`config.mk`:
```
export PLATFORM = sky130hd
export DESIGN_NAME = axi_ar_arbiter
export DESIGN_NICKNAME = d
export VERILOG_FILES = /design/src/rtl/axi_ar_arbiter_pkg.sv /design/src/rtl/axi_ar_arbiter_rr_pick2.sv /design/src/rtl/axi_ar_arbiter.sv
export SDC_FILE = /design/constraint.sdc
export NUM_CORES = 1
export LEC_CHECK = 0
export BUFFER_PORTS_ARGS = -buffer_cell sky130_fd_sc_hd__buf_2
export CELL_PAD_IN_SITES_DETAIL_PLACEMENT = 1
export CELL_PAD_IN_SITES_GLOBAL_PLACEMENT = 2
export CORE_ASPECT_RATIO = 0.9
export CORE_MARGIN = 2
export CORE_UTILIZATION = 15
export DETAILED_ROUTE_END_ITERATION = 16
export GPL_ROUTABILITY_DRIVEN = 1
export HOLD_SLACK_MARGIN = 0.08
export PLACE_DENSITY = 0.84
export SLEW_MARGIN = 10
export SYNTH_ARGS = -nofsm -noshare
export SYNTH_HDL_FRONTEND = slang
export SYNTH_SLANG_ARGS = --single-unit
export TNS_END_PERCENT = 50
```
`constraint.sdc`:
```
create_clock -name ACLK -period 3.8 [get_ports ACLK]
set_clock_uncertainty 0.2 [all_clocks]
set_input_delay 1.14 -clock ACLK [delete_from_list [all_inputs] [get_ports ACLK]]
set_output_delay 1.14 -clock ACLK [all_outputs]
set_load 0.01 [all_outputs]
```
`src/rtl/axi_ar_arbiter_pkg.sv`:
```
// Shared widths, state encoding and master indices for the AXI AR-channel arbiter.
package axi_ar_arbiter_pkg;

    localparam int unsigned AR_ID_W    = 4;
    localparam int unsigned AR_IDS_W   = 8;
    localparam int unsigned AR_ADDR_W  = 32;
    localparam int unsigned AR_LEN_W   = 4;
    localparam int unsigned AR_SIZE_W  = 3;
    localparam int unsigned AR_BURST_W = 2;

    localparam logic M0 = 1'b0;
    localparam logic M1 = 1'b1;

    typedef enum logic [1:0] {
        IDLE = 2'd0,
        ADDR = 2'd1,
        DATA = 2'd2
    } ar_arb_state_t;

endpackage

```
`src/rtl/axi_ar_arbiter_rr_pick2.sv`:
```
// Two-way round-robin pick: a lone requester wins, a tie goes to the master not served last.
module rr_pick2
    import axi_ar_arbiter_pkg::*;
(
    input  logic [1:0] req_i,
    input  logic       last_i,
    output logic       grant_o,
    output logic       any_o
);

    // Select the winning master index from the request vector.
    always_comb begin
        grant_o = M0;
        case (req_i)
            2'b01:   grant_o = M0;
            2'b10:   grant_o = M1;
            2'b11:   grant_o = ~last_i;
            default: grant_o = M0;
        endcase
    end

    assign any_o = |req_i;

endmodule

```
`src/rtl/axi_ar_arbiter.sv`:
```
// Shares the AXI read-address channel between M0 (fetch) and M1 (data), holding
// ownership of the read path until the last R beat of the single outstanding read.
module axi_ar_arbiter
    import axi_ar_arbiter_pkg::*;
#(
    parameter int unsigned ID_W   = AR_ID_W,
    parameter int unsigned IDS_W  = AR_IDS_W,
    parameter int unsigned ADDR_W = AR_ADDR_W,
    parameter int unsigned LEN_W  = AR_LEN_W
) (
    input  logic                   ACLK,
    input  logic                   ARESETn,
    input  logic [ID_W-1:0]        ARID_M0,
    input  logic [ID_W-1:0]        ARID_M1,
    input  logic [ADDR_W-1:0]      ARADDR_M0,
    input  logic [ADDR_W-1:0]      ARADDR_M1,
    input  logic [LEN_W-1:0]       ARLEN_M0,
    input  logic [LEN_W-1:0]       ARLEN_M1,
    input  logic [AR_SIZE_W-1:0]   ARSIZE_M0,
    input  logic [AR_SIZE_W-1:0]   ARSIZE_M1,
    input  logic [AR_BURST_W-1:0]  ARBURST_M0,
    input  logic [AR_BURST_W-1:0]  ARBURST_M1,
    input  logic                   ARVALID_M0,
    input  logic                   ARVALID_M1,
    output logic                   ARREADY_M0,
    output logic                   ARREADY_M1,
    output logic [IDS_W-1:0]       ARID_S,
    output logic [ADDR_W-1:0]      ARADDR_S,
    output logic [LEN_W-1:0]       ARLEN_S,
    output logic [AR_SIZE_W-1:0]   ARSIZE_S,
    output logic [AR_BURST_W-1:0]  ARBURST_S,
    output logic                   ARVALID_S,
    input  logic                   ARREADY_S,
    input  logic                   RVALID_S,
    input  logic                   RREADY_S,
    input  logic                   RLAST_S,
    output logic                   R_OWNER,
    output logic                   R_OWNER_VALID
);

    localparam int unsigned TAG_W = IDS_W - ID_W;

    ar_arb_state_t state_q, state_d;
    logic          grant_q, grant_d;
    logic          last_q, last_d;
    logic          pick_grant_s;
    logic          pick_any_s;
    logic          sel_valid_s;
    logic          r_last_hs_s;

    rr_pick2 u_pick (
        .req_i   ({ARVALID_M1, ARVALID_M0}),
        .last_i  (last_q),
        .grant_o (pick_grant_s),
        .any_o   (pick_any_s)
    );

    assign sel_valid_s = (grant_q == M1) ? ARVALID_M1 : ARVALID_M0;
    assign r_last_hs_s = RVALID_S & RREADY_S & RLAST_S;

    // State, grant and round-robin history registers; last resets to M1 so M0 wins the first tie.
    always_ff @(posedge ACLK or negedge ARESETn) begin
        if (!ARESETn) begin
            state_q <= IDLE;
            grant_q <= M0;
            last_q  <= M1;
        end else begin
            state_q <= state_d;
            grant_q <= grant_d;
            last_q  <= last_d;
        end
    end

    // Next-state logic; grant only changes in IDLE, so a dropped ARVALID in ADDR never regrants.
    always_comb begin
        state_d = state_q;
        grant_d = grant_q;
        last_d  = last_q;
        case (state_q)
            IDLE: begin
                if (pick_any_s) begin
                    grant_d = pick_grant_s;
                    state_d = ADDR;
                end else begin
                    state_d = IDLE;
                end
            end
            ADDR: begin
                if (sel_valid_s && ARREADY_S) begin
                    last_d  = grant_q;
                    state_d = DATA;
                end else begin
                    state_d = ADDR;
                end
            end
            DATA: begin
                if (r_last_hs_s) begin
                    state_d = IDLE;
                end else begin
                    state_d = DATA;
                end
            end
            default: state_d = IDLE;
        endcase
    end

    // Output mux: the owner's payload is visible only in ADDR, everything else is driven to zero.
    always_comb begin
        ARREADY_M0    = 1'b0;
        ARREADY_M1    = 1'b0;
        ARID_S        = '0;
        ARADDR_S      = '0;
        ARLEN_S       = '0;
        ARSIZE_S      = '0;
        ARBURST_S     = '0;
        ARVALID_S     = 1'b0;
        R_OWNER_VALID = 1'b0;
        case (state_q)
            ADDR: begin
                ARVALID_S = sel_valid_s;
                if (grant_q == M1) begin
                    ARID_S     = {TAG_W'(grant_q), ARID_M1};
                    ARADDR_S   = ARADDR_M1;
                    ARLEN_S    = ARLEN_M1;
                    ARSIZE_S   = ARSIZE_M1;
                    ARBURST_S  = ARBURST_M1;
                    ARREADY_M1 = ARREADY_S;
                end else begin
                    ARID_S     = {TAG_W'(grant_q), ARID_M0};
                    ARADDR_S   = ARADDR_M0;
                    ARLEN_S    = ARLEN_M0;
                    ARSIZE_S   = ARSIZE_M0;
                    ARBURST_S  = ARBURST_M0;
                    ARREADY_M0 = ARREADY_S;
                end
            end
            DATA:    R_OWNER_VALID = 1'b1;
            IDLE:    R_OWNER_VALID = 1'b0;
            default: R_OWNER_VALID = 1'b0;
        endcase
    end

    assign R_OWNER = grant_q;

endmodule
```
; Word level (Yosys, flattened, before mapping)
; Cells that the tools add are included.
[classes]
eq_ne = 4
mux = 22
bitwise_logic = 3
n_reduce_logical = 5
[ops]
columns = operator, count
row1 = $mux 32, 2
row2 = $mux 5, 2
row3 = $mux 1, 8
row4 = $mux 2, 4
row5 = $mux 4, 2
row6 = $eq 2x2->1 const B, 3
row7 = $mux 3, 2
row8 = $pmux 2 s3, 1
row9 = $reduce_and 2->1, 2
row10 = $and 1x1->1, 2
row11 = $eq 2x1->1 const B, 1
row12 = $logic_not 2->1, 1
row13 = $pmux 1 s2, 1
row14 = $reduce_or 2->1, 1
row15 = $logic_and 1x1->1, 1
row16 = $not 1->1, 1
[totals]
ff_bits = 4
in_bits = 98
out_inout_bits = 54

; Longest topological paths before layout
; Gate-level depths: netlist of the first run.
[logic_depth]
ltp_word = 4
ltp_mapped = 5
ltp_nobuf = 2

; Hierarchy
; A second synthesis of the first run with hierarchy kept.
[hier_totals]
hier_cells = 130
area_unflattened_um2 = 953.4
[modules_own_cells]
columns = mod, instances, cells_each, area_per_inst_um2
row1 = axi_ar_arbiter, 1, 128, 939.7
row2 = rr_pick2, 1, 2, 13.8

; Least setup slack after synthesis of the first run
; Ideal clock, no wire load.
[synth_timing]
path_type = in2out
from = in ARREADY_S
to = out ARREADY_M0
t_arrival_ns = 1.439
required_time_ns = 2.460
slack_ns = 1.021
stages = 2
n_path_buf = 0
cell_sequence = nand3b_1 -> nor2_1
[synth_via]
elab_chain_len = 2
[synth_lines]
columns = element, line_no
row1 = "start, declared", axi_ar_arbiter.sv:33  ; input logic ARREADY_S,
row2 = $mux 1, axi_ar_arbiter.sv:121  ; if (grant_q == M1) begin
row3 = $mux 1, axi_ar_arbiter.sv:118  ; case (state_q)
row4 = "end, declared", axi_ar_arbiter.sv:25  ; output logic ARREADY_M0,
; No other way between the ends.

; Worst setup path in the final report of the first run
[layout_timing]
from = in ARVALID_M1
to = out ARVALID_S
[layout_via]
elab_chain_len = 2
[layout_lines]
columns = element, line_no
row1 = "start, declared", axi_ar_arbiter.sv:24  ; input logic ARVALID_M1,
row2 = $mux 1, axi_ar_arbiter.sv:58  ; assign sel_valid_s = (grant_q == M1) ? ARVALID_M1 : ARVALID_M0;
row3 = $mux 1, axi_ar_arbiter.sv:118
row4 = "end, declared", axi_ar_arbiter.sv:32  ; output logic ARVALID_S,
; No other way between the ends.

==> results of run 1 <==
-- flip-flops by register name (all words and copies together) (netlist names) --
signal   count
last_q       1
state_q      2
R_OWNER      1
-- worst max path at each step --
stage | end | slack [ns] | cells past startpoint
detailed placement | ARVALID_S | 0.70 | 4
global placement | ARVALID_S | 0.71 | 4
floorplan | ARREADY_M0 | 1.02 | 2
CTS | ARVALID_S | 0.69 | 4
finish | ARVALID_S | 0.70 | 4
global route | ARADDR_S[5] | 0.60 | 4
-- report_power, final --
part	total (mW)	switching [mW]	internal (mW)
clock network	0.0962	0.0244	0.0718
logic	1.16	0.650	0.509
registers	0.0937	0.0262	0.0675
total	1.35	0.701	0.648
-- logic make-up (layout without fill, tap and decap cells) --
logic type / count (synthesis) / in the layout / share of synthesized area [%]
other: 1 / 3 / 0.339
buffers and inverters: 16 / 157 / 15.4
and+or+nand+nor: 59 / 59 / 29.4
DFF: 4 / 4 / 9.15
AOI/OAI and AO/OA: 5 / 5 / 4.18
muxes: 46 / 46 / 41.6
-- Yosys cell counts, types with 2 or more instances --
master and count:
buf_12 3, buf_4 5, buf_6 4, dfrtp_1 3, mux2i_1 46, nand2b_1 2
nor2_1 39, nor2_4 10, o2bb2ai_1 2
-- area by class of cell --
cell class / instances / area (µm²) / share of cell area (%)
Inverter: 2 / 7.51 / 0.397
Tap cell: 93 / 116 / 6.15
Timing Repair Buffer: 151 / 776 / 41.0
Clock buffer: 4 / 45.0 / 2.38
Sequential cell: 4 / 103 / 5.42
Multi-Input combinational cell: 113 / 846 / 44.7
-- routing by layer --
layer	part of all wire [%]	track usage (%)	routed length [µm]	vias to the layer above
met2	52	19.9	2240	72
met1	37	10.3	1600	643
met4	0.58	1.98	25	0
met3	10	2.20	429	3
met5	0	0	0	-
li1	-	-	-	727
-- per-stage QoR --
stage | cell area, µm² | util (%) | worst slack, ns | hold WS, ns | std cells
after floorplan | 1110 | - | 1.02 | 0.349 | 133
after global placement | 1850 | 26.0 | 0.710 | 0.368 | 363
after detailed placement | 1850 | 26.0 | 0.696 | 0.367 | 363
after CTS | 1890 | 26.6 | 0.695 | 0.373 | 367
after global routing | 1890 | 26.6 | 0.602 | 0.383 | 367
final | 1890 | 26.6 | 0.699 | 0.372 | 367
==> impl_metrics.tcl, run 1 <==
set metrics [dict create \
    path_clk_slew_ns 0.03 \
    syn_inst 131 \
    routedWlPerCell_um 11.7 \
    grtUsageTotal_pct 9.87 \
    endpoint_kind "primary output" \
    reg2reg_depth 3 \
    dieWidth_um 94.6 \
    cpPeakStageDelay_ns 0.27 \
    r2r_end "state_q[0]$_DFF_PN0_" \
    layout-drive-gt1-share_pct 61.3 \
    numCtsBuffers 3 \
    crit_start "ARVALID_M1" \
    period_needed_ns 3.10 \
    ys_types 26 \
    fin_setup_tns_ns 0 \
    cts_buffer_depth 2 \
    nNetsFinal 373 \
    synth-seq-area-share_pct 9.15 \
    synthArstFlopShare_pct 100 \
    postRouteAntennaNets 0 \
    antenna_cells 0 \
    dieArea_um2 8090 \
    io_pins 152 \
    yosysWarnings 0 \
    cts_resized 0 \
    fin_crit_sh_pct 81.6 \
    syn2layout_area_growth_pct 71.0 \
    cts_setup_buffers 0 \
    overflow 0 \
    synth_top_area_share_pct 41.6 \
    fp.coreArea_um2 7110 \
    fmax_mhz 322 \
    cp-start-kind "primary input" \
    synth_edf_count 0 \
    grt_pass1_vias 1495 \
    synth_seq_cells 4 \
    vias 1445 \
    avgSynthCellArea_um2 8.45 \
    ir_drop_uv 227 \
    hold_viol_final 0 \
    place_congestion 0.711 \
    cts.htree.levels 1 \
    ys.flop_type "dfrtp_1" \
    final_max_slew_viol_count 0 \
    crit_buf_inv 2 \
    totalWireLength_um 4290 \
    antenna_found_initial 0 \
    numPortBuffers 148 \
    firstDrtPassIters 4 \
    hold_depth 1 \
    reg2reg_slack_ns 2.27 \
    synth_top_cell_by_area "mux2i_1" \
    outcome "finished clean" \
    grt_max_degree 28 \
    p_per_area_nw_per_um2 713 \
    slowest_stage "mux2i_1" \
    ys_top_cells_by_area "mux2i_1 (42%), nor2_1 (13%), nor2_4 (10%)" \
    grt_pass1_wl_um 6640 \
    rsz0062_at_grt "no" \
    layout_common_cells "buf_2 (148), mux2i_1 (46), nor2_1 (39)" \
    crit_arrival_ns 1.76 \
    final_common_cell "buf_2" \
    ctsHoldBuffers 0 \
    cts_tree "done" \
    clock_latency_ns 0.22 \
    worst_path_most_repeated_cell "buf_2" \
    cp_data_required_time_ns 2.46 \
    drtIter0Drc 16 \
    start_util_pct 15.6 \
    rows 29 \
    worstSetupPathType "in -> out" \
    post-dp-hpwl_um 3570 \
    min_to "last_q$_DFFE_PN1P_" \
    setup_viol 0 \
    leakagePower_nw 1.16 \
    synth_area_um2 1110 \
    cts.sinks 4 \
    drt-vias-per-instance 3.94 \
    finalPower_mw 1.35 \
    path_max_fanout 4 \
    crit-reg2reg-launch "R_OWNER$_DFFE_PN0P_" \
    cts-root-buf "clkbuf_8" \
    drcViolationCount 0 \
    die_h_um 85.5 \
    cap_violations 0 \
    cp_cell_sequence "buf_2 -> mux2i_1 -> nor2_1 -> buf_2" \
    hp-start "last_q$_DFFE_PN1P_" \
    worstHoldPathType "reg -> reg" \
    cp_top_family "buffers and inverters" \
    fillerInstances 899 \
]
No activity file was read; power rests on OpenSTA's default activity.
==> inputs of run 2 (changes only) <==
--- a/config.mk
+++ b/config.mk
@@ -10,11 +10,11 @@
 export CELL_PAD_IN_SITES_GLOBAL_PLACEMENT = 2
 export CORE_ASPECT_RATIO = 0.9
 export CORE_MARGIN = 2
-export CORE_UTILIZATION = 15
+export CORE_UTILIZATION = 13
 export DETAILED_ROUTE_END_ITERATION = 16
 export GPL_ROUTABILITY_DRIVEN = 1
 export HOLD_SLACK_MARGIN = 0.08
-export PLACE_DENSITY = 0.84
+export PLACE_DENSITY = 0.74
 export SLEW_MARGIN = 10
 export SYNTH_ARGS = -nofsm -noshare
 export SYNTH_HDL_FRONTEND = slang
==> constraint.sdc (replaced) <==
create_clock -name ACLK -period 3.1 [get_ports ACLK]
set_clock_uncertainty 0.2 [all_clocks]
set_input_delay 0.93 -clock ACLK [delete_from_list [all_inputs] [get_ports ACLK]]
set_output_delay 0.93 -clock ACLK [all_outputs]
set_load 0.01 [all_outputs]
==> run 2 against run 1 <==
Clock-buffer cell count stayed put. Setup slack worse by 0.34 ns. Register-to-register slack worse by 0.68 ns. Critical endpoint is now ARADDR_S[2]. Clock power is 22% higher. Critical path type is now reg -> out. Final cell count is 1.6% higher. Worst hold slack worse by 0.068 ns. Sequential cell count stayed put. Routed wire length is 0.33% lower. Non-clock buffer count stayed put. Cell area is 1.1% higher. Sequential power is 26% higher.
==> impl_metrics.tcl, run 2 (synthesis gave the netlist of run 1 again) <==
set metrics [dict create \
    path_max_fanout 31 \
    cts_buffer_depth 2 \
    slowest_stage "dfrtp_1" \
    hold_viol_final 0 \
    cts_setup_buffers 0 \
    fillerInstances 1036 \
    numCtsBuffers 3 \
    ir_drop_uv 307 \
    cts_resized 0 \
    place_inst 369 \
    cts-root-buf "clkbuf_8" \
    setup_viol 0 \
    grt_pass1_vias 1400 \
    antenna_found_initial 0 \
    layout_common_cells "buf_2 (148), mux2i_1 (46), nor2_1 (39)" \
    firstDrtPassIters 4 \
    leakagePower_nw 1.16 \
    grt_pass1_wl_um 6200 \
    drtIter0Drc 34 \
    syn2layout_area_growth_pct 72.8 \
    final_max_slew_viol_count 0 \
    cp-start-kind "flip-flop" \
    ctsHoldBuffers 0 \
    path_clk_slew_ns 0.03 \
    drcViolationCount 0 \
    routedWlPerCell_um 11.5 \
    worstHoldPathType "in -> async" \
    io_pins 152 \
    die_h_um 91.6 \
    largest_reg_flops 2 \
    grtUsageTotal_pct 8.08 \
    rows 31 \
    instances_no_fill 373 \
    drt-vias-per-instance 3.95 \
    p_per_area_nw_per_um2 875 \
    pre_cts_ws_ns 0.419 \
    postRouteAntennaNets 0 \
    dieWidth_um 101 \
    fin_crit_sh_pct 88.5 \
    crit_arrival_ns 1.61 \
    cts.htree.levels 1 \
    cp_data_required_time_ns 1.97 \
    fin_setup_tns_ns 0 \
    fp.coreArea_um2 8150 \
    clock_latency_ns 0.22 \
    outcome "finished clean" \
    cts.sinks 4 \
    cp_top_family "simple AND/OR/NAND/NOR gates" \
    cp_cell_sequence "nand2b_2 -> buf_12 -> nor2_1 -> buf_2" \
    antenna_cells 0 \
    crit_buf_inv 2 \
    grt_max_degree 32 \
    fmax_mhz 365 \
    endpoint_kind "primary output" \
    final_common_cell "buf_2" \
    post-dp-hpwl_um 3630 \
    period_needed_ns 2.74 \
    cap_violations 0 \
    fin_util_pct 23.5 \
    vias 1474 \
    finalPower_mw 1.67 \
    cpPeakStageDelay_ns 0.43 \
    rsz0062_at_grt "no" \
    worstSetupPathType "reg -> out" \
    worst_slack_ns 0.358 \
    regMostFlops "state_q" \
    dieArea_um2 9270 \
    numPortBuffers 148 \
    overflow 0 \
    nNetsFinal 373 \
    place_congestion 0.758 \
    cts_tree "done" \
    start_util_pct 13.6 \
    layout-drive-gt1-share_pct 61.3 \
    totalWireLength_um 4270 \
]
## run 2: worst paths after layout
path | start | end | slack (ns) | cells past startpoint
setup reg to reg | R_OWNER$_DFFE_PN0P_ | state_q[0]$_DFF_PN0_ | 1.59 | 3
max in group asynchronous | ARESETn | last_q$_DFFE_PN1P_ | 2.19 | 1
min in group ACLK | last_q$_DFFE_PN1P_ | last_q$_DFFE_PN1P_ | 0.37 | 1
hold reg to reg | last_q$_DFFE_PN1P_ | last_q$_DFFE_PN1P_ | 0.37 | 1
setup / recovery | state_q[1]$_DFF_PN0_ | ARADDR_S[2] | 0.36 | 4
hold / removal | ARESETn | state_q[1]$_DFF_PN0_ | 0.30 | 1
## run 2: layout make-up
type | instances | area, µm² | share of cell area, %
clock buffer | 4 | 45.0 | 2.35
timing repair buffer | 151 | 788 | 41.2
sequential | 4 | 103 | 5.36
inverter | 2 | 7.51 | 0.392
multi-input combinational | 113 | 846 | 44.2
tap | 99 | 124 | 6.47
## run 2: routing by layer
layer | part of all wire [%] | GRT usage (%)
met4 | 0.47 | 1.35
met3 | 11 | 1.77
met1 | 38 | 8.79
met5 | 0 | 0
met2 | 50 | 15.8
## run 2: power breakdown
group	switching [mW]	internal, mW	total (mW)
Clock	0.0286	0.0879	0.117
Combinational	0.800	0.640	1.44
Sequential	0.0346	0.0829	0.118
Total	0.863	0.811	1.67
## run 2: through the flow
step                cell area [µm²]  hold slack [ns]
floorplan                      1110            0.349
global placement               1870            0.369
detailed placement             1870            0.366
CTS                            1910            0.303
global route                   1910            0.309
finish                         1910            0.304
## run 2: worst reg2reg max path, delay by kind of cell (launching register included)
family	cells	cell delay, ns
flops	1	0.37
mux	1	0.37
buf+inv	1	0.31
compound gates	1	0.20
